==> src/rtl/apb2sram.sv <==
// APB completer that maps each APB transfer onto a single-port SRAM.
// Writes and decode errors complete in the first access cycle; reads wait out the SRAM latency.
module apb2sram #(
    parameter int unsigned     RAW        = 32,
    parameter int unsigned     RW         = 32,
    parameter int unsigned     DEPTH      = 512,
    parameter longint unsigned BASEADDR   = 0,
    parameter int unsigned     RDLAT      = 1,
    parameter int unsigned     PROT_CHECK = 0
) (
    input  logic                     clk,
    input  logic                     nreset,
    input  logic [RAW-1:0]           apb_paddr,
    input  logic [2:0]               apb_pprot,
    input  logic                     apb_psel,
    input  logic                     apb_penable,
    input  logic                     apb_pwrite,
    input  logic [RW-1:0]            apb_pwdata,
    input  logic [RW/8-1:0]          apb_pstrb,
    output logic                     apb_pready,
    output logic [RW-1:0]            apb_prdata,
    output logic                     apb_pslverr,
    output logic                     sram_ce,
    output logic                     sram_we,
    output logic [RW-1:0]            sram_wmask,
    output logic [$clog2(DEPTH)-1:0] sram_addr,
    output logic [RW-1:0]            sram_din,
    input  logic [RW-1:0]            sram_dout
);

    localparam int unsigned     SAW = $clog2(DEPTH);
    localparam int unsigned     NB  = RW / 8;
    localparam int unsigned     BSH = $clog2(NB);
    localparam int unsigned     CW  = 4;
    localparam longint unsigned WIN = longint'(DEPTH) * longint'(NB);

    typedef enum logic [1:0] {
        S_IDLE = 2'd0,
        S_WAIT = 2'd1,
        S_RESP = 2'd2
    } state_t;

    state_t          r_state;
    logic [CW-1:0]   r_cnt;
    logic            r_pready;
    logic            r_pslverr;
    logic [RW-1:0]   r_prdata;
    logic            r_ce;
    logic            r_we;
    logic [RW-1:0]   r_wmask;
    logic [SAW-1:0]  r_addr;
    logic [RW-1:0]   r_din;

    state_t          w_state_nxt;
    logic [CW-1:0]   w_cnt_nxt;
    logic            w_pready_nxt;
    logic            w_pslverr_nxt;
    logic [RW-1:0]   w_prdata_nxt;
    logic            w_ce_nxt;
    logic            w_we_nxt;
    logic [RW-1:0]   w_wmask_nxt;
    logic [SAW-1:0]  w_addr_nxt;
    logic [RW-1:0]   w_din_nxt;

    logic [RAW-1:0]  w_off;
    logic            w_oor;
    logic            w_misalign;
    logic            w_prot_err;
    logic            w_err;
    logic            w_setup;
    logic [SAW-1:0]  w_word_addr;
    logic [RW-1:0]   w_mask;
    logic            w_unused_prot;

    // Address decode and transfer checks
    always_comb begin
        w_off       = apb_paddr - RAW'(BASEADDR);
        w_oor       = 64'(w_off) >= WIN;
        w_misalign  = |(apb_paddr & RAW'(NB - 1));
        w_prot_err  = (PROT_CHECK != 0) && apb_pwrite && !apb_pprot[0];
        w_err       = w_oor | w_misalign | w_prot_err;
        w_setup     = apb_psel & ~apb_penable;
        w_word_addr = w_off[BSH +: SAW];
        w_mask      = '0;
        for (int i = 0; i < int'(RW); i++) begin
            w_mask[i] = apb_pstrb[i/8];
        end
    end

    assign w_unused_prot = &{1'b0, apb_pprot[2:1]};

    // Next-state and registered-output logic
    always_comb begin
        w_state_nxt   = r_state;
        w_cnt_nxt     = r_cnt;
        w_pready_nxt  = 1'b0;
        w_pslverr_nxt = 1'b0;
        w_prdata_nxt  = r_prdata;
        w_ce_nxt      = 1'b0;
        w_we_nxt      = r_we;
        w_wmask_nxt   = r_wmask;
        w_addr_nxt    = r_addr;
        w_din_nxt     = r_din;

        case (r_state)
            S_IDLE: begin
                if (w_setup) begin
                    if (w_err) begin
                        w_pready_nxt  = 1'b1;
                        w_pslverr_nxt = 1'b1;
                        if (!apb_pwrite) begin
                            w_prdata_nxt = '0;
                        end
                        w_state_nxt = S_RESP;
                    end else if (apb_pwrite) begin
                        w_ce_nxt     = 1'b1;
                        w_we_nxt     = 1'b1;
                        w_wmask_nxt  = w_mask;
                        w_din_nxt    = apb_pwdata;
                        w_addr_nxt   = w_word_addr;
                        w_pready_nxt = 1'b1;
                        w_state_nxt  = S_RESP;
                    end else begin
                        w_ce_nxt    = 1'b1;
                        w_we_nxt    = 1'b0;
                        w_addr_nxt  = w_word_addr;
                        w_cnt_nxt   = CW'(RDLAT);
                        w_state_nxt = S_WAIT;
                    end
                end
            end
            S_WAIT: begin
                // The ce cycle itself does not count towards the SRAM latency
                if (!apb_psel) begin
                    w_state_nxt = S_IDLE;
                end else if (!r_ce) begin
                    if (r_cnt == CW'(1)) begin
                        w_prdata_nxt = sram_dout;
                        w_pready_nxt = 1'b1;
                        w_state_nxt  = S_RESP;
                    end else begin
                        w_cnt_nxt = r_cnt - CW'(1);
                    end
                end
            end
            S_RESP: begin
                w_state_nxt = S_IDLE;
            end
            default: begin
                w_state_nxt = S_IDLE;
            end
        endcase
    end

    // State and output registers
    always_ff @(posedge clk or negedge nreset) begin
        if (!nreset) begin
            r_state   <= S_IDLE;
            r_cnt     <= '0;
            r_pready  <= 1'b0;
            r_pslverr <= 1'b0;
            r_prdata  <= '0;
            r_ce      <= 1'b0;
            r_we      <= 1'b0;
            r_wmask   <= '0;
            r_addr    <= '0;
            r_din     <= '0;
        end else begin
            r_state   <= w_state_nxt;
            r_cnt     <= w_cnt_nxt;
            r_pready  <= w_pready_nxt;
            r_pslverr <= w_pslverr_nxt;
            r_prdata  <= w_prdata_nxt;
            r_ce      <= w_ce_nxt;
            r_we      <= w_we_nxt;
            r_wmask   <= w_wmask_nxt;
            r_addr    <= w_addr_nxt;
            r_din     <= w_din_nxt;
        end
    end

    assign apb_pready  = r_pready;
    assign apb_pslverr = r_pslverr;
    assign apb_prdata  = r_prdata;
    assign sram_ce     = r_ce;
    assign sram_we     = r_we;
    assign sram_wmask  = r_wmask;
    assign sram_addr   = r_addr;
    assign sram_din    = r_din;

endmodule

==> config.mk <==
export PLATFORM = sky130hd
export DESIGN_NAME = apb2sram
export DESIGN_NICKNAME = d
export VERILOG_FILES = /design/src/rtl/apb2sram.sv
export SDC_FILE = /design/constraint.sdc
export NUM_CORES = 1
export LEC_CHECK = 0
export ABC_CLOCK_PERIOD_IN_PS = 2500
export CAP_MARGIN = 0
export CORE_MARGIN = 4
export CORE_UTILIZATION = 38
export DETAILED_ROUTE_END_ITERATION = 8
export HOLD_SLACK_MARGIN = 0.05
export MAX_ROUTING_LAYER = met4
export PLACE_DENSITY = 0.84
export SKIP_CTS_REPAIR_TIMING = 1
export SYNTH_ARGS = -nofsm -noshare
export SYNTH_HDL_FRONTEND = slang
export SYNTH_SLANG_ARGS = --single-unit
==> constraint.sdc <==
create_clock -name clk -period 2.5 [get_ports clk]
set_clock_uncertainty 0.2 [all_clocks]
set_input_delay 0.5 -clock clk [delete_from_list [all_inputs] [get_ports clk]]
set_output_delay 0.5 -clock clk [all_outputs]
set_load 0.05 [all_outputs]
* Yosys cells after proc, flatten, opt, wreduce, memory -nomap -nowiden
Index checks and enable logic that the tools add are counted.
** Storage, ports and cells
- Bits in registers :: 108
- Output and inout bits :: 109
- Bits of input ports :: 108
- Logic and storage cells :: 70
** Cells by class
- Reductions and logical operators :: 8
- Equal/unequal tests :: 12
- Mux-type cells :: 34
- Add/subtract/negate cells :: 1
- Order comparisons :: 1
- Bitwise gates (word level) :: 4
** Operators by type and width (count)
- 32-bit two-way mux :: 6
- 32-bit case mux with 2 select lines :: 1
- 32-bit by 12-bit >= comparator with 1-bit output (second input constant) :: 1
- 4-bit two-way mux :: 6
- 2-bit inequality test (second input constant) :: 8
- 7-bit AND reduction :: 2
- 1-bit two-way mux :: 12
- 2-bit two-way mux :: 6
- 4-bit case mux with 2 select lines :: 1
- 3-bit inequality test (second input constant) :: 2
- 3-bit AND reduction :: 2
- 4-bit by 1-bit == test with 1-bit output (second input constant) :: 1
- 2-bit case mux with 2 select lines :: 1
- 4-bit AND reduction :: 1
- 4-bit by 1-bit subtractor with 4-bit output (second input constant) :: 1
- 2-bit by 1-bit == test with 1-bit output (second input constant) :: 1
- 2-bit logical NOT :: 1
- 1-bit inverter :: 2
- 1-bit case mux with 2 select lines :: 1
- 2-bit nonzero test :: 1
- 2-bit OR reduction :: 1
- 1-bit bitwise AND :: 1
- 1-bit OR :: 1

* Depth between registers and ports, before layout
Gate-level depths: netlist of run 1.
- Depth after elaboration :: 5
- Depth in mapped cells :: 8
- Mapped depth without buffers :: 6

* Worst setup path before layout of run 1
OpenSTA, ideal clock, no wires.
- Kind :: input -> register
- Start :: input port apb_paddr[16]
- End :: register r_din[10], in the netlist sram_din[10]
- Data arrival time :: 2113 ps
- Setup time :: 127 ps
- Buffers on the path :: 1
- Setup slack :: 60 ps
- Stages :: 5
- Cell sequence :: nor4_1 nand4_2 nor4_4 buf_6 mux2_1
** Between the ends
- Longest elaborated chain between the ends :: 4
** RTL lines
- start, declared :: RTL line 13 : input logic [RAW-1:0] apb_paddr,
- 32-bit by 12-bit >= comparator with 1-bit output :: RTL line 78 : w_oor = 64'(w_off) >= WIN;
- 1-bit OR :: RTL line 81 : w_err = w_oor | w_misalign | w_prot_err;
- 1-bit inverter (no line)
- 4-bit AND reduction (no line)
- end signal, assigned :: RTL line 178 : r_din <= w_din_nxt;
- end, declared :: RTL line 52 : logic [RW-1:0] r_din;
Every way passes these cells.
A chain may end at the register's enable or synchronous reset.

==> results of run 1 <==
-- report_power, final --
group,switching [W],total [W],internal (W)
Combinational,0.0000879,0.000258,0.000170
Sequential,0.00000567,0.00142,0.00141
Clock,0.000535,0.00102,0.000483
Total,0.000629,0.00269,0.00206
-- per-layer routing --
metal / routed length (um) / global-route usage, % / vias to the layer above
li1: - / - / 1332
met1: 4130 / 21.1 / 1380
met2: 5060 / 31.9 / 156
met3: 773 / 3.58 / 9
met4: 99 / 5.92 / 0
met5: 0 / - / -
-- cell families (layout without fill, tap and decap cells) --
| family | count (synthesis) | in the layout |
|---|---|---|
| multiplexers | 46 | 46 |
| adder cells (fa/ha/maj) | 2 | 2 |
| AND/OR/NAND/NOR | 36 | 36 |
| AO/OA/AOI/OAI | 50 | 50 |
| flip-flops | 87 | 87 |
| buffers and inverters | 44 | 246 |
-- cell type report --
type / count / area share (%)
clock buffers: 9 / 2.04
multi-input cells: 134 / 19.8
repair buffers: 226 / 38.0
flip-flops and latches: 87 / 35.9
clock inverters: 7 / 1.40
inverters: 4 / 0.247
well taps: 129 / 2.66
-- worst min-delay path by stage --
stage | endpoint | slack (ns) | cells past startpoint
global placement | sram_din[7] | 0.27 | 1
finish | sram_din[25] | 0.29 | 1
CTS | sram_din[13] | -0.06 | 1
global route | sram_din[25] | 0.31 | 1
detailed placement | sram_din[27] | 0.27 | 1
floorplan | apb_prdata[0] | 0.004 | 0
-- cell usage after synthesis (2+ instances only) --
master                     count  area share [%]
sky130_fd_sc_hd__a22o_1       32             7.7
sky130_fd_sc_hd__nor2b_1       2            0.34
sky130_fd_sc_hd__a31oi_1       3            0.51
sky130_fd_sc_hd__buf_2         8             1.1
sky130_fd_sc_hd__or2_2         2            0.34
sky130_fd_sc_hd__o211ai_1      4            0.82
sky130_fd_sc_hd__mux2_2       16             4.9
sky130_fd_sc_hd__buf_4        28             5.7
sky130_fd_sc_hd__nor2_1        6            0.61
sky130_fd_sc_hd__o21bai_1      2            0.41
sky130_fd_sc_hd__nor3_1        5            0.68
sky130_fd_sc_hd__nand2_1       6            0.61
sky130_fd_sc_hd__mux2_1       30             9.2
sky130_fd_sc_hd__nand2b_1      4            0.68
sky130_fd_sc_hd__dfrtp_1      87              59
sky130_fd_sc_hd__inv_1         4            0.41
sky130_fd_sc_hd__ha_1          2            0.68
sky130_fd_sc_hd__buf_6         3            0.92
sky130_fd_sc_hd__nor4_1        6             1.0
-- layout by cell type (no fill, tap or decap), types with 2 or more instances in the layout --
cell / n
sky130_fd_sc_hd__o211ai_1: 4
sky130_fd_sc_hd__mux2_1: 30
sky130_fd_sc_hd__nor2b_1: 2
sky130_fd_sc_hd__buf_12: 4
sky130_fd_sc_hd__clkinvlp_4: 2
sky130_fd_sc_hd__mux2_2: 16
sky130_fd_sc_hd__inv_6: 2
sky130_fd_sc_hd__nand2b_1: 4
sky130_fd_sc_hd__nor2_1: 6
sky130_fd_sc_hd__inv_1: 4
sky130_fd_sc_hd__or2_2: 2
sky130_fd_sc_hd__buf_4: 9
sky130_fd_sc_hd__dfrtp_1: 87
sky130_fd_sc_hd__nand2_1: 6
sky130_fd_sc_hd__clkbuf_8: 9
sky130_fd_sc_hd__ha_1: 2
sky130_fd_sc_hd__inv_8: 2
sky130_fd_sc_hd__clkdlybuf4s50_1: 202
sky130_fd_sc_hd__a31oi_1: 3
sky130_fd_sc_hd__nor4_1: 6
sky130_fd_sc_hd__dlymetal6s2s_1: 10
sky130_fd_sc_hd__nor3_1: 4
sky130_fd_sc_hd__o21bai_1: 2
sky130_fd_sc_hd__a22o_1: 32
-- stage by stage --
| step | hold WS (ns) | setup slack (ns) | power [W] | util [%] |
|---|---|---|---|---|
| 2_1_floorplan | 0.00441 | 0.0597 | 0.00149 | - |
| 3_3_place_gp | 0.266 | -0.177 | 0.00170 | 62.4 |
| 3_5_place_dp | 0.274 | -0.202 | 0.00170 | 62.4 |
| 4_1_cts | -0.0626 | 0.000403 | 0.00274 | 64.7 |
| 5_1_grt | 0.306 | -0.00132 | 0.00280 | 65.0 |
| 6_report | 0.290 | 0.0813 | 0.00269 | 65.0 |
-- flip-flops by register name, summed over array words and instances (netlist names) --
register and count:
apb_prdata 32, sram_din 32, sram_addr 9, r_cnt 4, sram_wmask 4, r_state 2, apb_pready 1, apb_pslverr 1
sram_ce 1, sram_we 1
==> summary.md, run 1 <==
| Metric | Value |
|---|---|
| Status | finished clean |
| Crit Path Category | flip-flop to primary output |
| Starting density of the core | 39.3% |
| Die W | 106 um |
| CTS Root Buffer Type | sky130_fd_sc_hd__clkbuf_8 |
| Fill cell total of the finished layout | 732 |
| Count of max-cap constraint violations | 0 |
| Routed vias | 2,877 |
| CTS clock-pin slew for the worst setup and hold paths | 0.09 ns |
| Drt via density | 4.83 |
| Final critical path time including I/O delays and setup | 2.42 ns |
| Number of warning messages in the yosys log | 0 |
| Layout area overhead | 65.6% |
| Maximum vdd drop | 213 uV |
| Depth of the worst register-to-register path | 8 |
| Finish-stage setup viols | 0 |
| Instance count of the mapped netlist | 265 |
| Terminus of the critical flop-to-flop path | apb_prdata[3] |
| Maximum fanout along the worst path | 9 |
| Power density over cell area | 444 nW/um^2 |
| Share of synthesized area occupied by flip-flops and latches | 59.4% |
| Global-route wire length before repair | 15,900 um |
| Count of TritonRoute iterations in the first routing pass | 4 |
| Placer congestion estimate | 0.840 |
| Largest stage delay on the critical path | 0.87 ns |
| Antenna diode count | 0 |
| Final cycle utilization of the critical path | 96.7% |
| Number of remaining DRC errors | 0 |
| Endpoint of the most critical setup path | sram_wmask[29] |
| Clock Tree Buf Depth | 2 |
| Slack of the worst reg-to-reg path | 0.18 ns |
| Maximum number of pins on one net before global-route repair | 48 |
| Final Non-Filler Cells | 596 |
| Cell area after placement | 5820 sq um |
| Area occupied by registers | 2180 sq um |
| Number of enable-type register cells in the synthesized netlist | 0 |
| Clock latency on the worst-skew pair | 0.35 ns |
| Count of final max-slew check failures | 0 |
| Synthesized area divided by synthesized cell count | 13.8 sq um |
| Lkg Pwr | 2.88 nW |
| Overall die area | 11,300 sq um |
| RR Startpoint | r_cnt[1] |
| Area of the mapped netlist | 3660 sq um |
| Core footprint | 9330 sq um |
| Nets@finish | 572 |
| Maximum clock frequency | 413 MHz |
| Average routed wire per standard cell | 16.9 um |
| Buf+Inv Stages, Crit Path | 1 |
| Total instance count after detailed placement | 579 |
| Global-route usage over all layers | 18.2% |
| Simple-gate share of the synthesized area | 5.94% |
| Layout Cell Area excl Fill | 6070 sq um |
| CTS buffer count | 9 |
| Remaining Overflow, GRT | 0 |
| Post-synth cell types | 34 |
| Compound-cell area share of the yosys netlist | 11.5% |
| Area of the multi-input gates | 1200 sq um |
| Nets in the synthesized netlist | 375 |
| Height of the die | 106 um |
| Transition at the pin with the smallest max-transition slack | 0.600 ns |
| I/O pin count | 217 |
| Cell at the slowest stage of the critical path | sky130_fd_sc_hd__clkdlybuf4s50_1 |
| Final HPWL from detailed placement | 7740 um |
| Detailed Route Iter0 Violations | 71 |
| Xor/xnor cell area share of the yosys netlist | 0% |
| Final hold violations | 0 |
| Share of async-settable or async-resettable flops after synthesis | 100% |
| Total Routed Length | 10,100 um |
| Layout cell share with drive strength beyond 1 | 11.1% |
| Number of H-tree levels | 3 |
| Worst setup path startpoint | sram_wmask[24] |
| Data required time of the critical path | 1.80 ns |
| TritonCTS clock tree | done |
| Number of stages on the worst setup path | 1 |
| Main combinational cell family by area after synthesis | multiplexers |
| Number of global-route vias before repair | 3,173 |
| Crit path max-delay family | buffers and inverters |
| Final-layout setup total negative slack | 0 ns |
| Hold WC Path Type | flip-flop to flip-flop |
| Number of buffers inserted by port buffering | 213 |
| List of cells traversed by the critical path | clkdlybuf4s50_1 |
| Share of synthesized cell area in full adder, half adder and majority cells | 0.683% |
| Data arrival time of the critical path | 1.72 ns |
| Nature of the critical path startpoint | flip-flop |
| Critical path capture point type | primary output |
| Detail Route Antenna Nets | 0 |
| Primary flip-flop cell chosen by synthesis mapping | sky130_fd_sc_hd__dfrtp_1 |
| Seq cells post-synth | 87 |
| Beginning of the worst hold path | sram_din[25] |
| Proportion of synthesized area in mux cells | 14.1% |
| CTS sink count | 87 |
| Relative slew margins | 60.0% |
| Row count | 35 |
| Antenna violations before repair | 0 |
(Power assumes the default switching activity.)
==> run 2, diff against run 1 <==
--- a/config.mk
+++ b/config.mk
@@ -7,9 +7,12 @@
 export LEC_CHECK = 0
 export ABC_CLOCK_PERIOD_IN_PS = 2500
 export CAP_MARGIN = 0
+export CELL_PAD_IN_SITES_DETAIL_PLACEMENT = 1
+export CELL_PAD_IN_SITES_GLOBAL_PLACEMENT = 2
 export CORE_MARGIN = 4
-export CORE_UTILIZATION = 38
+export CORE_UTILIZATION = 23
 export DETAILED_ROUTE_END_ITERATION = 8
+export GPL_TIMING_DRIVEN = 0
 export HOLD_SLACK_MARGIN = 0.05
 export MAX_ROUTING_LAYER = met4
 export PLACE_DENSITY = 0.84
==> run 2 against run 1 <==
Compared with the run above:
- fmax fell by 3.2%
- die area increased by 60%
- critical path depth rose by 8
- final area is 14% higher
- critical endpoint is now sram_wmask[23]
- highest routed layer unchanged
==> summary.md, run 2 (synthesis results as in run 1) <==
| Metric | Value |
|---|---|
| Nature of the critical path startpoint | primary input |
| Remaining Overflow, GRT | 0 (unchanged) |
| CTS clock-pin slew for the worst setup and hold paths | 0.07 ns (-0.02 ns) |
| Final Non-Filler Cells | 726 (+22%) |
| Placer congestion estimate | 0.753 (-10%) |
| Final core utilization | 44.9% (-20 points) |
| Critical path capture point type | flip-flop |
| Area occupied by registers | 2180 sq um (about the same) |
| Number of H-tree levels | 3 (unchanged) |
| Core footprint | 15,400 sq um (+65%) |
| Worst setup path startpoint | apb_paddr[20] |
| RR Startpoint | r_state[0] |
| Detail Route Antenna Nets | 0 (unchanged) |
| Area of the multi-input gates | 1350 sq um (+13%) |
| Relative slew margins | 58.5% (-1.5 points) |
| Count of final max-slew check failures | 0 (unchanged) |
| Global-route usage over all layers | 13.5% (-4.8 points) |
| Final-layout setup total negative slack | 0 ns (unchanged) |
| Data required time of the critical path | 2.53 ns (+0.73 ns) |
| Final hold violations | 0 (unchanged) |
| Fraction of power spent switching nets | 22.5% (-0.89 points) |
| Average routed wire per standard cell | 18.2 um (+7.9%) |
| Nets@finish | 620 (+8.4%) |
| Beginning of the worst hold path | sram_din[8] |
| Layout area overhead | 89.2% |
| Clock latency on the worst-skew pair | 0.34 ns (about the same) |
| Crit Path Category | primary input to flip-flop |
| Number of buffers inserted by port buffering | 213 (unchanged) |
| Count of max-cap constraint violations | 0 (unchanged) |
| Fill cell total of the finished layout | 1,626 (+120%) |
| Cell internal power dissipation | 0.00239 W (+16%) |
| Number of global-route vias before repair | 3,315 (+4.5%) |
| List of cells traversed by the critical path | clkdlybuf4s50_1 > nor3_2 > nand4_2 > buf_6 > nor4_4 > buf_4 > clkbuf_16 > buf_4 > mux2_2 |
| Overall die area | 18,000 sq um (+60%) |
| Lkg Pwr | 3.65 nW (+27%) |
| Met3 routed wirelength | 1060 um (+37%) |
| Starting density of the core | 23.7% (-16 points) |
| Depth of the worst register-to-register path | 8 (unchanged) |
| Detailed-routing wirelength on met1 | 5460 um (+32%) |
| Final cycle utilization of the critical path | 99.9% (+3.2 points) |
| Transition at the pin with the smallest max-transition slack | 0.620 ns (+0.0201 ns) |
| Clock Tree Buf Depth | 2 (unchanged) |
| Most common library cell in the layout ignoring fill and taps | sky130_fd_sc_hd__clkdlybuf4s50_1 |
| TritonCTS clock tree | done |
| Net switching power | 0.000692 W (+10%) |
| Most repeated library cell on the critical path | sky130_fd_sc_hd__buf_4 |
| CTS buffer count | 9 (unchanged) |
| Commonest cells after routing, fill and taps aside | sky130_fd_sc_hd__clkdlybuf4s50_1, sky130_fd_sc_hd__dfrtp_1, sky130_fd_sc_hd__buf_4 |
| Maximum fanout along the worst path | 7 (-2) |
| Hold WC Path Type | flip-flop to flip-flop |
| Number of remaining DRC errors | 0 (unchanged) |
| Maximum clock frequency | 400 MHz (-3.2%) |
| Final critical path time including I/O delays and setup | 2.50 ns (+0.0796 ns) |
| Comb power frac | 8.7% (-0.9 points) |
| Global-route wire length before repair | 18,500 um (+17%) |
| Final HPWL from detailed placement | 9390 um (+21%) |
| Top metal layer carrying routed signals | met4 |
| Share of power burned in the clock network | 45.3% (+7.5 points) |
| Drt via density | 4.34 (-10%) |
| Die W | 134 um (+26%) |
| Maximum vdd drop | 384 uV (+80%) |
| Maximum number of pins on one net before global-route repair | 58 (+21%) |
| Routed vias | 3,151 (+9.5%) |
| I/O pin count | 217 (unchanged) |
| Sequential power share | 46.1% (-6.5 points) |
| Layout cell share with drive strength beyond 1 | 26.0% (+15 points) |
| Detailed Route Iter0 Violations | 70 (-1.4%) |
| Number of stages on the worst hold path | 1 (unchanged) |
| Largest stage delay on the critical path | 0.42 ns (-0.45 ns) |
| Count of TritonRoute iterations in the first routing pass | 5 (+1) |
| Final Power | 0.00308 W (+14%) |
| Power density over cell area | 444 nW/um^2 (+0.15%) |
| Data arrival time of the critical path | 2.53 ns (+0.81 ns) |
| Status | finished clean |
| CTS sink count | 87 (unchanged) |
| Total Routed Length | 13,200 um (+31%) |
| Total length of routed met2 wires | 6530 um (+29%) |
| Total instance count after detailed placement | 690 (+19%) |
| Antenna violations before repair | 0 (unchanged) |
| Row count | 45 (+29%) |
| Antenna diode count | 0 (unchanged) |
| Finish-stage setup viols | 0 (unchanged) |
| Height of the die | 134 um (+26%) |
| Cell at the slowest stage of the critical path | sky130_fd_sc_hd__clkdlybuf4s50_1 |
| CTS Root Buffer Type | sky130_fd_sc_hd__clkbuf_16 |
## run 2: cell count changes in the layout (fill, tap and decap cells not counted), moves of 6 or more
cell | before | now
sky130_fd_sc_hd__clkbuf_8 | 9 | 1
sky130_fd_sc_hd__mux2_1 | 30 | 6
sky130_fd_sc_hd__clkdlybuf4s50_1 | 202 | 173
sky130_fd_sc_hd__dlymetal6s2s_1 | 10 | 39
sky130_fd_sc_hd__buf_4 | 9 | 45
sky130_fd_sc_hd__buf_2 | 0 | 6
sky130_fd_sc_hd__mux2_4 | 0 | 24
sky130_fd_sc_hd__clkbuf_16 | 0 | 13
## run 2: critical path, delay by kind of cell
| kind | cells | cell delay [ns] |
|---|---|---|
| buffers and inverters | 5 | 1.03 |
| multiplexers | 1 | 0.31 |
| AND/OR/NAND/NOR | 3 | 0.68 |
## run 2: area by class of cell
class | count | area share [%]
repair buffers | 235 | 36.1
clock buffers | 10 | 3.45
plain buffers | 39 | 4.55
inverters | 4 | 0.217
clock inverters | 6 | 0.993
flip-flops and latches | 87 | 31.4
multi-input cells | 134 | 19.5
well taps | 211 | 3.81
## run 2: metal layers
layer	track usage, %	vias to the layer above
met5	-	-
met4	3.90	0
met3	5.36	13
met2	21.4	151
met1	15.8	1558
li1	-	1429
## run 2: path summary, 6_finish.rpt
path / end / slack, ns
worst max register to register: sram_wmask[23] / 0.05
worst max-delay path: sram_wmask[23] / 0.002
max in group asynchronous: sram_addr[2] / 0.98
worst min-delay path: sram_din[8] / 0.29
min in group asynchronous: sram_wmask[15] / 0.48
worst min register to register: sram_din[8] / 0.29
## run 2: through the flow
step	setup slack, ns	area (sq um)	hold WS, ns
detailed placement	-0.876	6080	0.275
finish	0.00167	6930	0.288
CTS	-0.518	6390	-0.0953
global route	-0.0627	6930	0.294
floorplan	0.0597	3660	0.00441
global placement	-2.54	6060	0.267
## run 2: power by group through the flow
stage	clock, W	sequential [W]	combinational, W
after floorplan	0	0.00146	0.0000284
after global placement	0	0.00145	0.000248
after detailed placement	0	0.00144	0.000259
after CTS	0.00146	0.00142	0.000260
after global routing	0.00151	0.00142	0.000288
final	0.00140	0.00142	0.000267
